File: src/rtl/pwm_capture.sv
// PWM capture: measures high time and period of a sampled PWM input, flags a stuck input.
// Define PWM_CAPTURE_GLITCH_FILTER_EN to add a 3-cycle stability filter before edge detection.
module pwm_capture #(
    parameter int unsigned RESOLUTION = 10,
    parameter int unsigned CNT_W      = RESOLUTION + 1
) (
    input  logic             clk,
    input  logic             rst,
    input  logic             pwm_in,
    output logic [CNT_W-1:0] high_time,
    output logic [CNT_W-1:0] period,
    output logic             meas_valid,
    output logic             timeout,
    output logic             dc_level
);

    localparam logic [CNT_W-1:0] CntMax = {CNT_W{1'b1}};
    localparam logic [CNT_W-1:0] CntOne = CNT_W'(1);

    typedef enum logic [1:0] {StIdle, StHigh, StLow} state_e;

    state_e           state_q, state_d;
    logic             sync1_q, sync2_q;
    logic             s, s_d_q;
    logic             rise, fall;
    logic [CNT_W-1:0] cnt_q, hi_lat_q;
    logic             cnt_run, latch_hi, publish, to_hit;

    always_ff @(posedge clk or posedge rst) begin
        if (rst) begin
            sync1_q <= 1'b0;
            sync2_q <= 1'b0;
        end else begin
            sync1_q <= pwm_in;
            sync2_q <= sync1_q;
        end
    end

`ifdef PWM_CAPTURE_GLITCH_FILTER_EN
    logic [1:0] stab_q;
    logic       filt_q;

    // filt_q follows sync2_q only after the new level has been seen on 3 consecutive cycles
    always_ff @(posedge clk or posedge rst) begin
        if (rst) begin
            stab_q <= 2'd0;
            filt_q <= 1'b0;
        end else if (sync2_q != filt_q) begin
            if (stab_q == 2'd2) begin
                filt_q <= sync2_q;
                stab_q <= 2'd0;
            end else begin
                stab_q <= stab_q + 2'd1;
            end
        end else begin
            stab_q <= 2'd0;
        end
    end

    assign s = filt_q;
`else
    assign s = sync2_q;
`endif

    always_ff @(posedge clk or posedge rst) begin
        if (rst) s_d_q <= 1'b0;
        else     s_d_q <= s;
    end

    assign rise = s & ~s_d_q;
    assign fall = ~s & s_d_q;

    always_ff @(posedge clk or posedge rst) begin
        if (rst) state_q <= StIdle;
        else     state_q <= state_d;
    end

    always_comb begin
        state_d = state_q;
        unique case (state_q)
            StIdle: if (rise) state_d = StHigh;
            StHigh: begin
                if (fall)                 state_d = StLow;
                else if (cnt_q == CntMax) state_d = StIdle;
            end
            StLow: begin
                if (rise)                 state_d = StHigh;
                else if (cnt_q == CntMax) state_d = StIdle;
            end
            default: state_d = StIdle;
        endcase
    end

    // An edge in the same cycle as the counter limit takes priority over the timeout
    always_comb begin
        cnt_run  = 1'b0;
        latch_hi = 1'b0;
        publish  = 1'b0;
        to_hit   = 1'b0;
        unique case (state_q)
            StHigh: begin
                latch_hi = fall;
                to_hit   = !fall && (cnt_q == CntMax);
                cnt_run  = !to_hit;
            end
            StLow: begin
                publish = rise;
                to_hit  = !rise && (cnt_q == CntMax);
                cnt_run = !to_hit;
            end
            default: ;
        endcase
    end

    always_ff @(posedge clk or posedge rst) begin
        if (rst) begin
            cnt_q      <= '0;
            hi_lat_q   <= '0;
            high_time  <= '0;
            period     <= '0;
            meas_valid <= 1'b0;
            timeout    <= 1'b0;
            dc_level   <= 1'b0;
        end else begin
            meas_valid <= publish;
            if (rise)         cnt_q <= CntOne;
            else if (cnt_run) cnt_q <= cnt_q + CntOne;
            if (latch_hi) hi_lat_q <= cnt_q;
            if (publish) begin
                high_time <= hi_lat_q;
                period    <= cnt_q;
                timeout   <= 1'b0;
            end
            if (to_hit) begin
                timeout  <= 1'b1;
                dc_level <= s;
            end
        end
    end

endmodule

File: config.mk
export PLATFORM = sky130hd
export DESIGN_NAME = pwm_capture
export DESIGN_NICKNAME = d
export VERILOG_FILES = /design/src/rtl/pwm_capture.sv
export SDC_FILE = /design/constraint.sdc
export NUM_CORES = 1
export LEC_CHECK = 0
export BUFFER_PORTS_ARGS = -buffer_cell sky130_fd_sc_hd__buf_2
export CAP_MARGIN = 40
export CORE_MARGIN = 2
export CORE_UTILIZATION = 45
export DETAILED_ROUTE_END_ITERATION = 16
export GPL_TIMING_DRIVEN = 1
export PLACE_DENSITY_LB_ADDON = 0.05
export SYNTH_ARGS = -nofsm -noshare
export SYNTH_HDL_FRONTEND = slang
export SYNTH_SLANG_ARGS = --single-unit
File: constraint.sdc
create_clock -name clk -period 1.8 [get_ports clk]
set_input_delay 0.36 -clock clk [delete_from_list [all_inputs] [get_ports clk]]
set_output_delay 0.36 -clock clk [all_outputs]
set_load 0.005 [all_outputs]
==> summary.txt <==
Outcome
  – Status: completed

Routing
  – DRT iter0 DRCs: 69
  – Detailed-route DRC error count: 0
  – Via count: between 1,500 and 2,000
  – Post-Route WL: 4.58 mm
  – Via/cell ratio: 5.35
  – First-pass detailed-route iteration total: 4
  – WL/cell: 15.4 um
  – Post-route ant nets: 0

Setup path
  – Critical path cell sequence: inv_2 > ha_4 > o2111a_1 > nand4_1 > or4_1 > nand3_1
  – CP max FO: 4
  – Worst path max stage delay: roughly 0.50 ns
  – Crit end category: register
  – Worst Setup Path Type: reg -> reg
  – CP Launch Type: register
  – Critical Path AT: between 1.5 and 2 ns
  – Slowest-stage cell, CP: or4_1
  – CP required: slightly above 2 ns

Synth
  – Sequential area share after synthesis: 0.570
  – Yosys reg bits: 52
  – Ys Warns: 0
  – Syn Area/Cell: 12.6 um2
  – Yosys top cell area share: 0.570
  – FFs w/ async S/R, synth: 1.00
  – Post-synth EDFFs: 0
  – Post-Syn Nets: 189
  – Mapped Cells: 181
  – Synth top area cells: dfrtp_1 (57%), mux2_2 (15%), ha_1 (2.7%)
  – Netlist cell types: 41
  – Area leader, netlist: dfrtp_1
  – Most used DFF post-synth: dfrtp_1
  – Cell area after technology mapping: 2280 um2

Power and ir drop
  – Total power: between 2 and 3 mW
  – Sw Pwr: 0.901 mW
  – Clock share of power: 0.231
  – Internal: 2.03 mW
  – Cell Pwr Density: 1050 nW/um2
  – Pleak: 1.46 nW
  – Max VDD drop: approximately 0.00062 V
  – Sequential share of power: 0.465
  – Part of the power in combinational logic: 0.304
  – Switching Fraction: 0.308

Finish
  – Area growth, synth to finish: 22.8%
  – Core Util, Final: 0.581
  – Fin nets: approximately 240
  – Layout cells sized above 1: 0.430
  – ANT cells: 0

CTS
  – Hold_buf cts: 0
  – H-tree Lvls: 2
  – Cts bufs inserted: 5
  – Worst skew pair latency: about 0.3 ns
  – Clock buffer depth: 2
  – CTS Sinks: 52
  – Clock-pin slew on the worst setup and hold paths: 0.09 ns
  – CTS tree: yes
  – Root Driver: clkbuf_8

Timing
  – RSZ-0062 raised after global routing: yes
  – Slew Viols, Final: 0
  – Relative slew margins: 0.602
  – Final-report hold violation count: 0
  – Clk_skew: 0.00913 ns
  – Slew @ Worst Pin: 0.596 ns
  – Period utilisation layout: 0.964
  – Minimum clock period: about 1.7 ns
  – Hold Slack: 0.0929 ns
  – Max Freq: a little under 600 MHz
  – Final Setup Violations: 0

Floorplanning
  – Core area: 4820 um2
  – Die area: 5650 um2
  – Initial core utilization: 0.474
  – I/O pin count: 28
  – Die W: 75.2 um
  – # rows: 25
  – Die H: 75.2 um

Global routing
  – GR Layer Usage met3: 0.0361
  – Overall fraction of global-route tracks in use: 0.182
  – Antenna violations before repair: 0
  – GRT met1 Usage: 0.248
  – M2 GR Usage: 0.289
  – Gr ovfl total: 0
  – Vias in the first global route: 1,584
  – First-pass GRT wire length: 7.67 mm
  – Gr busiest metal: met2
  – Pin count of the biggest net entering global routing: 53

Place
  – Port-buffer cells: 27
  – GPL Wtd Cong: 0.830
  – HPWL after DPL: 3.10 mm

Hold path
  – HP Class: in -> async

Job
  – Max cap viols: 0
==> power groups by stage <==
stage	clock network [mW]	registers (mW)	logic [mW]
floorplan	0	1.39	0.517
global placement	0	1.37	0.789
detailed placement	0	1.38	0.821
CTS	0.700	1.36	0.825
global route	0.748	1.38	1.01
finish	0.678	1.36	0.890
==> worst max-delay path: cells and delay by family, from the launching register on <==
family | cells | cell delay [ns]
AO/OA/AOI/OAI | 1 | 0.19
AND/OR/NAND/NOR | 3 | 0.76
buffers and inverters | 1 | 0.08
adder cells (fa/ha/maj) | 1 | 0.28
flip-flops | 1 | 0.37
==> path summary, 6_finish.rpt <==
path                       startpoint  cells past startpoint           end  slack, ns
max reg2reg                state_q[0]                      6      cnt_q[9]       0.07
min reg2reg                   sync1_q                      0             s       0.36
max                        state_q[0]                      6      cnt_q[9]       0.07
max in group asynchronous         rst                      3       timeout       1.48
min in group clk               pwm_in                      1       sync1_q       0.16
min                               rst                      3  high_time[4]       0.09
==> stage by stage <==
step / TNS (ns) / cell area [um2] / cells / setup WS [ns]
global route: -0.0298 / 2800 / 297 / -0.0155
floorplan: -0.0533 / 2300 / 181 / -0.0296
finish: 0 / 2800 / 297 / 0.0657
CTS: 0 / 2760 / 296 / 0.00548
global placement: 0 / 2660 / 287 / 0.00371
detailed placement: -0.0344 / 2660 / 287 / -0.0344
==> cell families (layout without fill, tap and decap cells) <==
kind of cell,Yosys count,in the layout,synth area share
buf+inv,15,64,0.0252
fa+ha+maj,5,5,0.0274
flops,52,52,0.570
mux,32,32,0.158
simple gates,48,48,0.129
compound gates,29,29,0.0900
==> synthesized netlist by cell type, types with 2 or more instances <==
library cell   n
o21ai_0        5
nor3_1         5
nand3_1        9
inv_1          6
clkbuf_1       7
nand2_1        9
ha_1           5
o211ai_1       5
a211oi_1       2
dfrtp_1       52
nor2_1         3
nand4_1        4
nand2b_1       2
mux2_2        31
or4_1          4
a21oi_1        5
o31ai_1        3
==> area by class of cell <==
type | count | area, um2
repair buffers | 50 | 328
well taps | 67 | 83.8
clock buffers | 7 | 86.3
fillers | 418 | 2020
inverters | 6 | 22.5
flip-flops and latches | 52 | 1300
clock inverters | 1 | 7.51
multi-input cells | 114 | 971
==> per-layer routing <==
metal | up-vias | share of wire
li1 | 761 | -
met3 | 10 | 0.042
met2 | 40 | 0.48
met5 | - | 0
met4 | 0 | 0.019
met1 | 778 | 0.46
==> placed cells by master (no fill, tap or decap), types with 2 or more instances in the layout <==
cell	synthesis	routed
clkbuf_8	0	6
a211oi_1	2	2
nand3_1	9	9
o21ai_0	5	5
dfrtp_1	52	52
buf_4	0	20
or4_1	4	4
inv_2	0	3
nor3_1	5	5
mux2_2	31	31
nand4_1	4	4
o211ai_1	5	5
buf_6	0	2
nand2_1	9	9
inv_1	6	3
o31ai_1	3	3
buf_2	1	27
ha_4	0	3
nor2_1	3	3
a21oi_1	5	5
nand2b_1	2	2
ha_1	5	2
==> repair_timing <==
item,CTS,global route
pin swaps,2,1
gates resized for setup,1,7
buffers inserted,1,1
setup endpoints to repair,3,8
hold endpoints to repair,0,0
==> sequential cells by signal (all words and copies together) (netlist names) <==
name,count
cnt_q,11
hi_lat_q,11
high_time,11
period,11
state_q,2
dc_level,1
meas_valid,1
s,1
s_d_q,1
sync1_q,1
timeout,1
Power figures use the tool's default switching activity.
